$ cat config.mk
export PLATFORM = sky130hd
export DESIGN_NAME = read_sram
export DESIGN_NICKNAME = d
export VERILOG_FILES = /design/src/rtl/read_sram_pkg.sv /design/src/rtl/read_sram_tagpipe.sv /design/src/rtl/read_sram.sv
export SDC_FILE = /design/constraint.sdc
export NUM_CORES = 1
export LEC_CHECK = 0
export BUFFER_PORTS_ARGS = -buffer_cell sky130_fd_sc_hd__clkbuf_2
export CAP_MARGIN = 15
export CELL_PAD_IN_SITES_DETAIL_PLACEMENT = 2
export CELL_PAD_IN_SITES_GLOBAL_PLACEMENT = 2
export CORE_UTILIZATION = 15
export DETAILED_ROUTE_END_ITERATION = 10
export PLACE_DENSITY_LB_ADDON = 0.1
export SYNTH_ARGS = -nofsm -noshare
export SYNTH_HDL_FRONTEND = slang
export SYNTH_SLANG_ARGS = --single-unit
$ cat constraint.sdc
create_clock -name i_clk -period 1.3 [get_ports i_clk]
set_input_delay 0.26 -clock i_clk [delete_from_list [all_inputs] [get_ports i_clk]]
set_output_delay 0.26 -clock i_clk [all_outputs]
set_load 0.01 [all_outputs]
$ cat src/rtl/read_sram_pkg.sv
// read_sram_pkg: shared widths, FSM state and read-tag types for the SRAM block reader.
package read_sram_pkg;
  localparam int DATA_WIDTH = 32;
  localparam int BLK_ADDR_WIDTH = 4;
  typedef enum logic {IDLE, READ} rd_state_e;
  typedef struct packed {
    logic                      vld;
    logic                      last;
    logic [BLK_ADDR_WIDTH-1:0] blk_addr;
  } rd_tag_t;
endpackage

$ cat src/rtl/read_sram_tagpipe.sv
// read_sram_tagpipe: SRAM_RD_LAT-deep shift of read tags, aligned with returning SRAM data.
module read_sram_tagpipe
  import read_sram_pkg::*;
#(
  parameter int SRAM_RD_LAT = 1
) (
  input  logic    i_clk,
  input  logic    i_rst,
  input  rd_tag_t i_tag,
  output rd_tag_t o_tag,
  output logic    o_any_vld
);
  rd_tag_t sr_q [SRAM_RD_LAT];
  rd_tag_t sr_d [SRAM_RD_LAT];
  always_comb begin
    sr_d = sr_q;
    sr_d[0] = i_tag;
    for (int i = 1; i < SRAM_RD_LAT; i++) sr_d[i] = sr_q[i-1];
    o_any_vld = 1'b0;
    for (int i = 0; i < SRAM_RD_LAT; i++) o_any_vld = o_any_vld | sr_q[i].vld;
  end
  always_ff @(posedge i_clk) begin
    if (i_rst) sr_q <= '{default: '0};
    else sr_q <= sr_d;
  end
  assign o_tag = sr_q[SRAM_RD_LAT-1];
endmodule

$ cat src/rtl/read_sram.sv
// read_sram: reads one SRAM block per request into the output FIFO, throttled by afull.
// Optional READ_SRAM_FREE_EN: report each fully-read block on o_free_vld/o_free_addr.
module read_sram
  import read_sram_pkg::*;
#(
  parameter int WORD_SEL_WIDTH = 3,
  parameter int SRAM_RD_LAT    = 1
) (
  input  logic                                     i_clk,
  input  logic                                     i_rst,
  input  logic [BLK_ADDR_WIDTH-1:0]                i_blk_addr,
  input  logic                                     i_blk_addr_vld,
  output logic                                     o_blk_addr_rdy,
  output logic [BLK_ADDR_WIDTH+WORD_SEL_WIDTH-1:0] o_sram_addr,
  output logic                                     o_sram_ren,
  input  logic [DATA_WIDTH-1:0]                    i_sram_data,
  output logic [DATA_WIDTH-1:0]                    o_fifo_data,
  output logic                                     o_fifo_wen,
  input  logic                                     i_fifo_afull,
  output logic                                     o_blk_done,
  output logic                                     o_busy,
  output logic [BLK_ADDR_WIDTH-1:0]                o_free_addr,
  output logic                                     o_free_vld
);
  rd_state_e                 state_q, state_d;
  logic [BLK_ADDR_WIDTH-1:0] blk_q, blk_d;
  logic [WORD_SEL_WIDTH-1:0] idx_q, idx_d;
  logic                      last_word, any_vld;
  rd_tag_t                   tag_in, tag_out;
  assign last_word = &idx_q;
  always_ff @(posedge i_clk) begin
    if (i_rst) begin
      state_q <= IDLE;
      blk_q   <= '0;
      idx_q   <= '0;
    end else begin
      state_q <= state_d;
      blk_q   <= blk_d;
      idx_q   <= idx_d;
    end
  end
  always_comb begin
    state_d = state_q;
    blk_d   = blk_q;
    idx_d   = idx_q;
    if (state_q == IDLE && i_blk_addr_vld) begin
      state_d = READ;
      blk_d   = i_blk_addr;
      idx_d   = '0;
    end else if (state_q == READ && !i_fifo_afull) begin
      idx_d   = idx_q + WORD_SEL_WIDTH'(1);
      state_d = last_word ? IDLE : READ;
    end
  end
  // Everything is forced low while reset is held so in-flight reads never reach the FIFO.
  always_comb begin
    o_blk_addr_rdy = !i_rst && state_q == IDLE;
    o_sram_ren     = !i_rst && state_q == READ && !i_fifo_afull;
    o_sram_addr    = o_sram_ren ? {blk_q, idx_q} : '0;
    tag_in.vld     = o_sram_ren;
    tag_in.last    = o_sram_ren && last_word;
`ifdef READ_SRAM_FREE_EN
    tag_in.blk_addr = blk_q;
`else
    tag_in.blk_addr = '0;
`endif
    o_fifo_wen  = !i_rst && tag_out.vld;
    o_fifo_data = o_fifo_wen ? i_sram_data : '0;
    o_blk_done  = o_fifo_wen && tag_out.last;
    o_busy      = !i_rst && (state_q != IDLE || any_vld);
  end
  read_sram_tagpipe #(.SRAM_RD_LAT(SRAM_RD_LAT)) u_tagpipe (
    .i_clk    (i_clk),
    .i_rst    (i_rst),
    .i_tag    (tag_in),
    .o_tag    (tag_out),
    .o_any_vld(any_vld)
  );
`ifdef READ_SRAM_FREE_EN
  assign o_free_vld  = o_blk_done;
  assign o_free_addr = o_blk_done ? tag_out.blk_addr : '0;
`else
  logic unused_blk;
  assign unused_blk  = ^tag_out.blk_addr;
  assign o_free_vld  = 1'b0;
  assign o_free_addr = '0;
`endif
endmodule

== After elaboration in Yosys (flattened, before gate mapping) ==
Cells that the tools add are included.

* Bits in registers: 10
* Word-level logic and storage cells: 27
* Input bits: 40
* Output and inout bits: 49

* $add $sub $neg: 1
* Reduce and logical (&&, ||, !) cells: 15
* Bitwise operators: 1
* Multiplexer cells: 5

{| class="wikitable"
|+ Operator list
! operator !! number
|-
| $mux W32 || 1
|-
| $logic_and A1 B1 Y1 || 9
|-
| $mux W7 || 1
|-
| $add A3 B1 Y3 const B || 1
|-
| $mux W1 || 3
|-
| $reduce_and A3 Y1 || 1
|-
| $logic_not A1 Y1 || 2
|-
| $reduce_bool A2 Y1 || 1
|-
| $reduce_or A2 Y1 || 1
|-
| $logic_or A1 B1 Y1 || 1
|-
| $not A1 Y1 || 1
|}

== Longest topological paths before layout ==
Gate-level depths: netlist (run 1).

* Depth after elaboration: 4
* Mapped depth: 5
* Mapped depth without buffers: 4

== Hierarchy ==
A second synthesis (run 1) with hierarchy kept.

* Cell total of the unflattened synthesis: 103
* Area total of the unflattened synthesis: 850.8 µm²

{| class="wikitable"
|+ Modules (own cells, without submodules)
! module !! cells each !! area each (µm²) !! instances !! seq. area each (µm²)
|-
| read_sram || 90 || 685.7 || 1 || 160.2
|-
| read_sram_tagpipe || 13 || 165.2 || 1 || 120.1
|}

== Worst setup path before layout (run 1) ==
Ideal clock, no wire load.

* Kind: register to output
* Start: reg state_q
* End: out o_sram_addr[0]
* Stages on the path, launching flop included: 4
* Path buffers: 1
* Arrival time: 0.925 ns
* Required time: 1.040 ns
* Slack: 0.115 ns
* Cells stage by stage: dfxtp_1 > buf_6 > nor3b_4 > and2_1

* Word-level cells in the longest chain between the ends: 3

{| class="wikitable"
|+ Ends and longest elaborated chain
! item !! line !! RTL
|-
| start, declared || read_sram.sv:25 || <nowiki>rd_state_e state_q, state_d;</nowiki>
|-
| start signal, assigned || read_sram.sv:37 || <nowiki>state_q <= state_d;</nowiki>
|-
| $logic_and A1 B1 Y1 (2 in a row) || read_sram.sv:58 || <nowiki>o_sram_ren = !i_rst && state_q == READ && !i_fifo_afull;</nowiki>
|-
| net o_sram_ren || read_sram.sv:15 || <nowiki>output logic o_sram_ren,</nowiki>
|-
| $mux W7 || read_sram.sv:59 || <nowiki>o_sram_addr = o_sram_ren ? {blk_q, idx_q} : '0;</nowiki>
|-
| end, declared || read_sram.sv:14 || <nowiki>output logic [BLK_ADDR_WIDTH+WORD_SEL_WIDTH-1:0] o_sram_addr,</nowiki>
|}

The timed path passes the listed nets, and every way through them passes these cells.

== Final worst setup path (run 1) ==
* Start: reg u_tagpipe.sr_q, in the netlist u_tagpipe.o_any_vld
* End: out o_fifo_data[11]

* Word-level cells in the longest chain between the ends: 2

{| class="wikitable"
|+ Ends and longest elaborated chain
! item !! line !! RTL
|-
| start, declared || read_sram_tagpipe.sv:13 || <nowiki>rd_tag_t sr_q [SRAM_RD_LAT];</nowiki>
|-
| start signal, assigned || read_sram_tagpipe.sv:24 || <nowiki>else sr_q <= sr_d;</nowiki>
|-
| $logic_and A1 B1 Y1 || read_sram.sv:67 || <nowiki>o_fifo_wen = !i_rst && tag_out.vld;</nowiki>
|-
| $mux W32 || read_sram.sv:68 || <nowiki>o_fifo_data = o_fifo_wen ? i_sram_data : '0;</nowiki>
|-
| end, declared || read_sram.sv:17 || <nowiki>output logic [DATA_WIDTH-1:0] o_fifo_data,</nowiki>
|}

No other way between the ends.

==> impl_metrics.ini, run 1 <==
[status]
run_status = finished, violations left
violations = negative setup slack

[critical_path]
crit_buf_inv = 2
reg2reg_from = state_q
max_stage_delay_ps = 330
worst-path-max-fanout = 34
cpMaxStageDelayCell = dfxtp_2
startpoint_type = register
r2r_end = blk_q[2]
worstPathRequired_ps = 1040
path_depth = 4
arrival_ps = 1190
ff2ff_setup_slack_ps = 200
cp-end-kind = output pin
reg2regPathDepth = 4
crit_type = register to output pin
crit_path_cell_trace = nor2b_4, buf_12, and2_1, clkbuf_2
crit_family = flip-flops

[logic_synthesis]
ys_ff_latch = 10
synth_xor_area_share_pct = 0
yosysWarnings = 0
avgSynthCellArea_um2 = 8.452
synth-adder-area-share_pct = 3.150
synthSimpleGateAreaFrac_pct = 48.82
syn-cell-area_um2 = 794.5
synth_top_family_by_area = simple AND/OR/NAND/NOR gates
synth.mux.area_fraction_pct = 5.039
yosysTopAreaCell = and2_1
synth_common_cells = and2_1, dfxtp_1, and2_4, nor2_1, buf_4
synthFlopType = dfxtp_1
syn_inst = 94
synthDistinctLibCells = 22
async_reset_ff_share_pct = 0
synth_seq_area_share_pct = 25.20
synth_compound_area_share_pct = 4.882
yosysTopAreaCellShare_pct = 25.20
synth_area_leaders = and2_1, dfxtp_1, and2_4
yosysMostFrequentCell = and2_1
synth_edf_count = 0

[global_route]
grt_max_degree = 35
grt_usage_pct = 10.38
grt_antenna_before_repair = 0
grt_first_pass_wirelength_um = 4291
overflow = 0
grt_pass1_vias = 905

[timing]
max_freq_mhz = 689.3
fin_crit_ps = 1451
fin_crit_sh_pct = 111.6
fin_skew_ps = 1.515
drv_slew = 0
rsz0062_at_grt = yes
hold_violations = 0
setup_viol = 40
whs_ps = 270.9
fin_ws_ps = -150.7

[power_and_ir_drop]
peakVddDrop_uv = 402.6
static-leakage-power_nw = 0.7916
power_density_nw_per_um2 = 577.5

[placement]
gp_congestion = 0.7122
post-place-ws_ps = -4.877
numPortBuffers = 83
dp_hpwl_um = 2563

[layout]
area_delta_synth_final_pct = 83.78
drive_gt1_share_pct = 62.92
fin_nets = 222
num_antenna_cells = 0
fillers = 614

[detailed_routing]
drtPass1Iterations = 4
post_drt_wl_per_cell_um = 12.56
viasPerCell = 3.831
drc = 0
wl_um = 3114
ant_nets = 0
drt_first_iter_violations = 14
vias = 950

[hold_path]
whs_path_depth = 3
whs_endpoint = blk_q[1]
hold_class = primary input to register
min_from = i_blk_addr[1]

[floorplanning]
ios = 89
initial_core_util_pct = 15.56
die_x_um = 74.78
die_height_um = 74.78
core_area_um2 = 5107
rows = 26
die_area_um2 = 5592

[cts]
clkTransAtPathRegs_ps = 50
cts_tree = done
clock_path_buffers = 2
htreeDepth = 1
worstSkewPairLatency_ps = 230
cts-root-buf = clkbuf_8
cts_buffers = 3
cts.sinks = 10

[flow_run]
drv_cap = 0
[per-stage QoR]
| step | power, mW | area (µm²) | util [%] | TNS [ps] | instances |
|---|---|---|---|---|---|
| global route | 0.9095 | 1460 | 28.59 | -7197 | 248 |
| detailed placement | 0.5203 | 1267 | 24.82 | -4.877 | 245 |
| CTS | 0.8564 | 1346 | 26.36 | -6174 | 248 |
| global placement | 0.5131 | 1267 | 24.82 | 0 | 245 |
| floorplan | 0.4316 | 809.5 | - | 0 | 98 |
| finish | 0.8433 | 1460 | 28.59 | -4275 | 248 |
[worst reg2reg max path, cell delays in order, from the launching register on]
cell,delay (ps)
dfxtp_2,320
buf_6,130
nor2b_2,260
mux2i_1,230
nor2_1,50
[routing by layer]
metal	vias up	share of wire, %	global-route usage (%)
met5	-	0	0
met4	0	0.45	4.403
met3	2	12	2.544
met2	58	50	20.22
met1	437	38	10.36
li1	453	-	-
[layout make-up]
cell class	instances	area, µm²	area share [%]
Sequential cell	10	202.7	13.88
Inverter	1	3.754	0.2571
Tap cell	70	87.58	5.998
Timing Repair Buffer	88	596.8	40.87
Clock buffer	3	41.29	2.828
Multi-Input combinational cell	76	528.0	36.16
[report_power, final]
part	internal (mW)	leakage, nW	switching, mW
sequential	0.321	0.0824	0.00796
combinational	0.108	0.688	0.0899
clock	0.202	0.0216	0.114
[worst max path at each step]
stage,start,endpoint,slack (ps)
3_3_place_gp,i_rst,o_sram_addr[3],8
3_5_place_dp,i_rst,o_sram_addr[3],-5
4_1_cts,u_tagpipe.o_any_vld,o_fifo_data[11],-190
5_1_grt,u_tagpipe.o_any_vld,o_fifo_data[11],-220
6_report,u_tagpipe.o_any_vld,o_fifo_data[11],-150
2_1_floorplan,state_q,o_sram_addr[0],120
[kinds of logic (layout without fill, tap and decap cells)]
| kind of cell | Yosys count | after routing |
|---|---|---|
| AND/OR/NAND/NOR | 58 | 58 |
| AO/OA/AOI/OAI | 7 | 7 |
| adder cells (fa/ha/maj) | 2 | 2 |
| buffers and inverters | 12 | 92 |
| other | 1 | 5 |
| flip-flops | 10 | 10 |
| multiplexers | 4 | 4 |
[timing repair]
action / in CTS / in global routing
resized for setup: 8 / 58
pin swaps: 2 / 3
setup buffers: 0 / 0
setup endpoints to repair: 43 / 43
hold buffers: 0 / 0
hold endpoints to repair: 0 / 0
[state kept, by name (all words and copies together), names as in the netlist]
| signal | count |
|---|---|
| blk_q | 4 |
| idx_q | 3 |
| state_q | 1 |
| u_tagpipe.o_any_vld | 1 |
| u_tagpipe.o_tag | 1 |
[cells in the final DEF (no fill, tap or decap), types with 2 or more instances in the layout]
cell type / synthesis / final
clkbuf_2: 0 / 47
and2_1: 32 / 25
buf_2: 1 / 18
buf_6: 4 / 17
and2_4: 9 / 16
nor2_1: 8 / 8
dfxtp_1: 10 / 8
conb_1: 1 / 5
mux2i_1: 4 / 4
o21ai_0: 3 / 3
a21oi_1: 3 / 3
clkbuf_8: 0 / 3
buf_8: 0 / 3
nand2_1: 2 / 2
ha_1: 2 / 2
buf_4: 6 / 2
dfxtp_2: 0 / 2
(Power assumes the default switching activity.)
==> inputs of run 2 (changes only) <==
==> constraint.sdc (replaced) <==
create_clock -name i_clk -period 1.3 [get_ports i_clk]
set_input_delay 0.325 -clock i_clk [delete_from_list [all_inputs] [get_ports i_clk]]
set_output_delay 0.325 -clock i_clk [all_outputs]
set_load 0.01 [all_outputs]
==> run 2 against run 1 <==
Compared with the run above:
- the run still ends with negative setup slack left
- hold slack improved by 63 ps
- clock-buffer cell count did not move
- combinational power is 5% higher
- die area stayed put
- non-clock buffer count increased by 2
- highest routed layer unchanged
==> impl_metrics.ini, run 2 (same netlist as run 1, synthesis figures left out) <==
[hold_path]
min_from = i_blk_addr[1]
whs_path_depth = 3
whs_endpoint = blk_q[1]
hold_class = primary input to register

[layout]
final_cells = 250
largest-register = blk_q
top_regs = blk_q: 4 flops, idx_q: 3 flops
num_antenna_cells = 0
fin_util_pct = 28.91
largest_register_ffs = 4
layout_commonest_cell = clkbuf_2
fin_nets = 224
area_delta_synth_final_pct = 85.83
stdcell_area_um2 = 1476
drive_gt1_share_pct = 63.89
mostFrequentLayoutCells = clkbuf_2, and2_1, buf_2

[placement]
numPortBuffers = 83
post_dp_cell_area_um2 = 1267
place_inst = 245
gp_congestion = 0.7122
dp_hpwl_um = 2475
post-place-ws_ps = -133.9

[timing]
fin_ws_ps = -204.3
fin_skew_ps = 0.8833
fin_crit_sh_pct = 115.7
max_freq_mhz = 664.8
whs_ps = 334.3
setup_viol = 42
rsz0062_at_grt = yes
hold_violations = 0
fin_crit_ps = 1504
drv_slew = 0
fin_tns_setup_ps = -6971

[cts]
cts_tree = done
clock_path_buffers = 2
worstSkewPairLatency_ps = 230
clkTransAtPathRegs_ps = 50
cts_buffers = 3
cts.sinks = 10
cts-hold-fix-buffers = 0
htreeDepth = 1
cts-root-buf = clkbuf_8

[floorplanning]
die_x_um = 74.78
initial_core_util_pct = 15.56
ios = 89
die_area_um2 = 5592
rows = 26
core_area_um2 = 5107
die_height_um = 74.78

[critical_path]
crit_family = flip-flops
path_depth = 4
crit_type = register to output pin
cp-end-kind = output pin
startpoint_type = register
worst-path-max-fanout = 34
crit_path_cell_trace = nor2b_4, buf_12, and2_1, clkbuf_2
reg2regPathDepth = 5
cpMaxStageDelayCell = dfxtp_2
ff2ff_setup_slack_ps = 150
r2r_end = idx_q[1]
reg2reg_from = state_q
max_stage_delay_ps = 330
worstPathRequired_ps = 980
arrival_ps = 1180
crit_buf_inv = 2

[power_and_ir_drop]
p_switching_mw = 0.2185
totalPowerFinal_mw = 0.8565
switching_share_pct = 25.51
seqPwrFrac_pct = 38.3
power_density_nw_per_um2 = 580.1
p_comb_share_pct = 24.1
static-leakage-power_nw = 0.8044
intPower_mw = 0.6380
peakVddDrop_uv = 423.1
clockPowerShare_pct = 37.5

[global_route]
grt_usage_pct = 10.04
grt_max_degree = 35
grt_first_pass_wirelength_um = 4160
grt_antenna_before_repair = 0
overflow = 0
grt_pass1_vias = 881

[detailed_routing]
drtPass1Iterations = 2
drc = 0
drt_first_iter_violations = 7
viasPerCell = 3.764
post_drt_wl_per_cell_um = 12.24
vias = 941
ant_nets = 0
wl_um = 3059

[status]
violations = negative setup slack
run_status = finished, violations left

[flow_run]
drv_cap = 0
-- run 2: worst reg2reg max path, stage by stage, from the launching register on --
cell,delay [ps]
dfxtp_2,320
buf_6,120
buf_4,140
nor2_1,240
o21ai_0,150
a21oi_1,120
-- run 2: metal layers --
metal	GRT usage, %	wire length, µm	up-vias
li1	-	-	455
met1	9.555	1120	426
met2	20.22	1584	58
met3	2.276	339	2
met4	4.403	14	0
met5	0	0	-
-- run 2: how the worst max path moves through the flow --
stage,startpoint,endpoint,slack [ps]
after detailed placement,i_rst,o_sram_addr[6],-130
after global placement,i_rst,o_sram_addr[3],-120
final,u_tagpipe.o_any_vld,o_fifo_data[11],-200
after floorplan,state_q,o_sram_addr[0],50
after CTS,u_tagpipe.o_any_vld,o_fifo_data[11],-250
after global routing,u_tagpipe.o_any_vld,o_fifo_data[25],-290
-- run 2: final cells by class --
class | count | area [µm²]
clock buffer | 3 | 41.29
fill | 629 | 3631
inverter | 1 | 3.754
multi-input combinational | 76 | 535.5
sequential | 10 | 202.7
tap | 70 | 87.58
timing repair buffer | 90 | 605.6
-- run 2: timing repair --
item,4_1_cts,5_1_grt
pin swaps,4,1
resized for setup,11,55
setup buffers,0,2
endpoints found under the setup margin,44,44
hold endpoints to repair,0,0
-- run 2: power groups by stage --
stage / clock network [mW] / registers (mW) / logic [mW]
floorplan: 0 / 0.330 / 0.101
global placement: 0 / 0.333 / 0.181
detailed placement: 0 / 0.333 / 0.187
CTS: 0.339 / 0.328 / 0.193
global route: 0.359 / 0.329 / 0.231
finish: 0.321 / 0.328 / 0.207
==> inputs of run 3 (changes only) <==
==> constraint.sdc (replaced) <==
create_clock -name i_clk -period 1.4 [get_ports i_clk]
set_input_delay 0.35 -clock i_clk [delete_from_list [all_inputs] [get_ports i_clk]]
set_output_delay 0.35 -clock i_clk [all_outputs]
set_load 0.01 [all_outputs]
==> run 3 against run 2 <==
Compared with the run above:
- the flow still finishes with violations (negative setup slack)
- sequential power shrank 7.3%
- power grew 0.58%
- register-to-register slack gained 110 ps
- utilization shrank 0.25 points
- die area is the same
- clock-buffer cell count grew 1
==> impl_metrics.ini, run 3 (same netlist as run 1, synthesis figures left out) <==
[timing]
fin_skew_ps = 1.887
fin_tns_setup_ps = -4294
fin_ws_ps = -140.1
rsz0062_at_grt = yes
max_freq_mhz = 649.3
fin_crit_sh_pct = 110.0
setup_viol = 41
fin_crit_ps = 1540
whs_ps = 352.3
drv_slew = 0
hold_violations = 0

[layout]
fin_util_pct = 28.66
largest-register = blk_q
top_regs = blk_q: 4 flops, idx_q: 3 flops
final_cells = 249
largest_register_ffs = 4
mostFrequentLayoutCells = clkbuf_2, and2_1, and2_4, buf_2, buf_6
area_delta_synth_final_pct = 84.25
drive_gt1_share_pct = 63.13
stdcell_area_um2 = 1464
fillers = 636
layout_commonest_cell = clkbuf_2
num_antenna_cells = 0
fin_nets = 222

[detailed_routing]
drt_first_iter_violations = 12
drtPass1Iterations = 4
ant_nets = 0
wl_um = 3054
vias = 944
viasPerCell = 3.791
drc = 0
post_drt_wl_per_cell_um = 12.27

[floorplanning]
core_area_um2 = 5107
initial_core_util_pct = 15.56
die_height_um = 74.78
die_area_um2 = 5592
die_x_um = 74.78
ios = 89
rows = 26

[hold_path]
min_from = i_blk_addr[3]
hold_class = primary input to register

[status]
run_status = finished, violations left
violations = negative setup slack

[power_and_ir_drop]
peakVddDrop_uv = 546.0
intPower_mw = 0.6444
seqPwrFrac_pct = 35.3
static-leakage-power_nw = 0.7944
totalPowerFinal_mw = 0.8615
power_density_nw_per_um2 = 588.5
p_switching_mw = 0.2170
clockPowerShare_pct = 43.6
switching_share_pct = 25.19
p_comb_share_pct = 21.1

[global_route]
grt_first_pass_wirelength_um = 4257
grt_max_degree = 35
grt_pass1_vias = 865
grt_usage_pct = 10.35
overflow = 0
grt_antenna_before_repair = 0

[placement]
dp_hpwl_um = 2527
gp_congestion = 0.7122
post_dp_cell_area_um2 = 1267
numPortBuffers = 83
post-place-ws_ps = -74.36
place_inst = 245

[critical_path]
cp-end-kind = output pin
crit_type = register to output pin
startpoint_type = register
crit_path_start = u_tagpipe.o_any_vld
reg2reg_from = state_q
arrival_ps = 1190
worstPathRequired_ps = 1050
worst-path-max-fanout = 34

[cts]
cts_tree = done
clkTransAtPathRegs_ps = 50
clock_path_buffers = 2
cts.sinks = 10
cts_buffers = 3
cts-hold-fix-buffers = 0
worstSkewPairLatency_ps = 240
post-cts-setup-buffer-count = 0
htreeDepth = 1
cts-root-buf = clkbuf_8

[flow_run]
drv_cap = 0
## run 3: changes by cell type in the layout (fill, tap and decap cells not counted), sizes merged
| cell | change |
|---|---|
| buf | -4 |
| clkbuf | +3 |
## run 3: final timing paths
| check | to | slack, ps | cells past startpoint |
|---|---|---|---|
| worst max-delay path | o_fifo_data[11] | -140 | 4 |
| worst min register to register | idx_q[2] | 490 | 2 |
| worst max register to register | blk_q[2] | 260 | 4 |
| worst min-delay path | blk_q[3] | 350 | 3 |
## run 3: worst max-delay path: stages (launching register included)
cell and delay (ps):
dfxtp_2 330, nor2b_4 160, buf_12 170, and2_1 150, clkbuf_2 130
## run 3: per-layer routing
layer	vias to the layer above	wire (µm)	track usage (%)
li1	452	-	-
met1	426	1214	10.53
met2	61	1490	19.72
met3	5	311	2.811
met4	0	38	4.403
met5	-	0	0
## run 3: area by class of cell
cell class / instances / area [µm²] / area share [%]
multi-input cells: 76 / 528.0 / 36.07
inverters: 1 / 3.754 / 0.2564
flip-flops and latches: 10 / 202.7 / 13.85
well taps: 70 / 87.58 / 5.983
repair buffers: 88 / 586.8 / 40.09
clock buffers: 4 / 55.05 / 3.761
## run 3: what timing repair did
action	in CTS	in global routing
pin swaps	3	4
resized for setup	9	53
endpoints found under the setup margin	42	43
## run 3: power groups by stage
stage               combinational (mW)  clock (mW)  sequential [mW]
floorplan                       0.0940           0            0.307
global placement                 0.168           0            0.309
detailed placement               0.174           0            0.310
CTS                              0.178       0.382            0.305
global route                     0.202       0.399            0.306
finish                           0.182       0.375            0.304
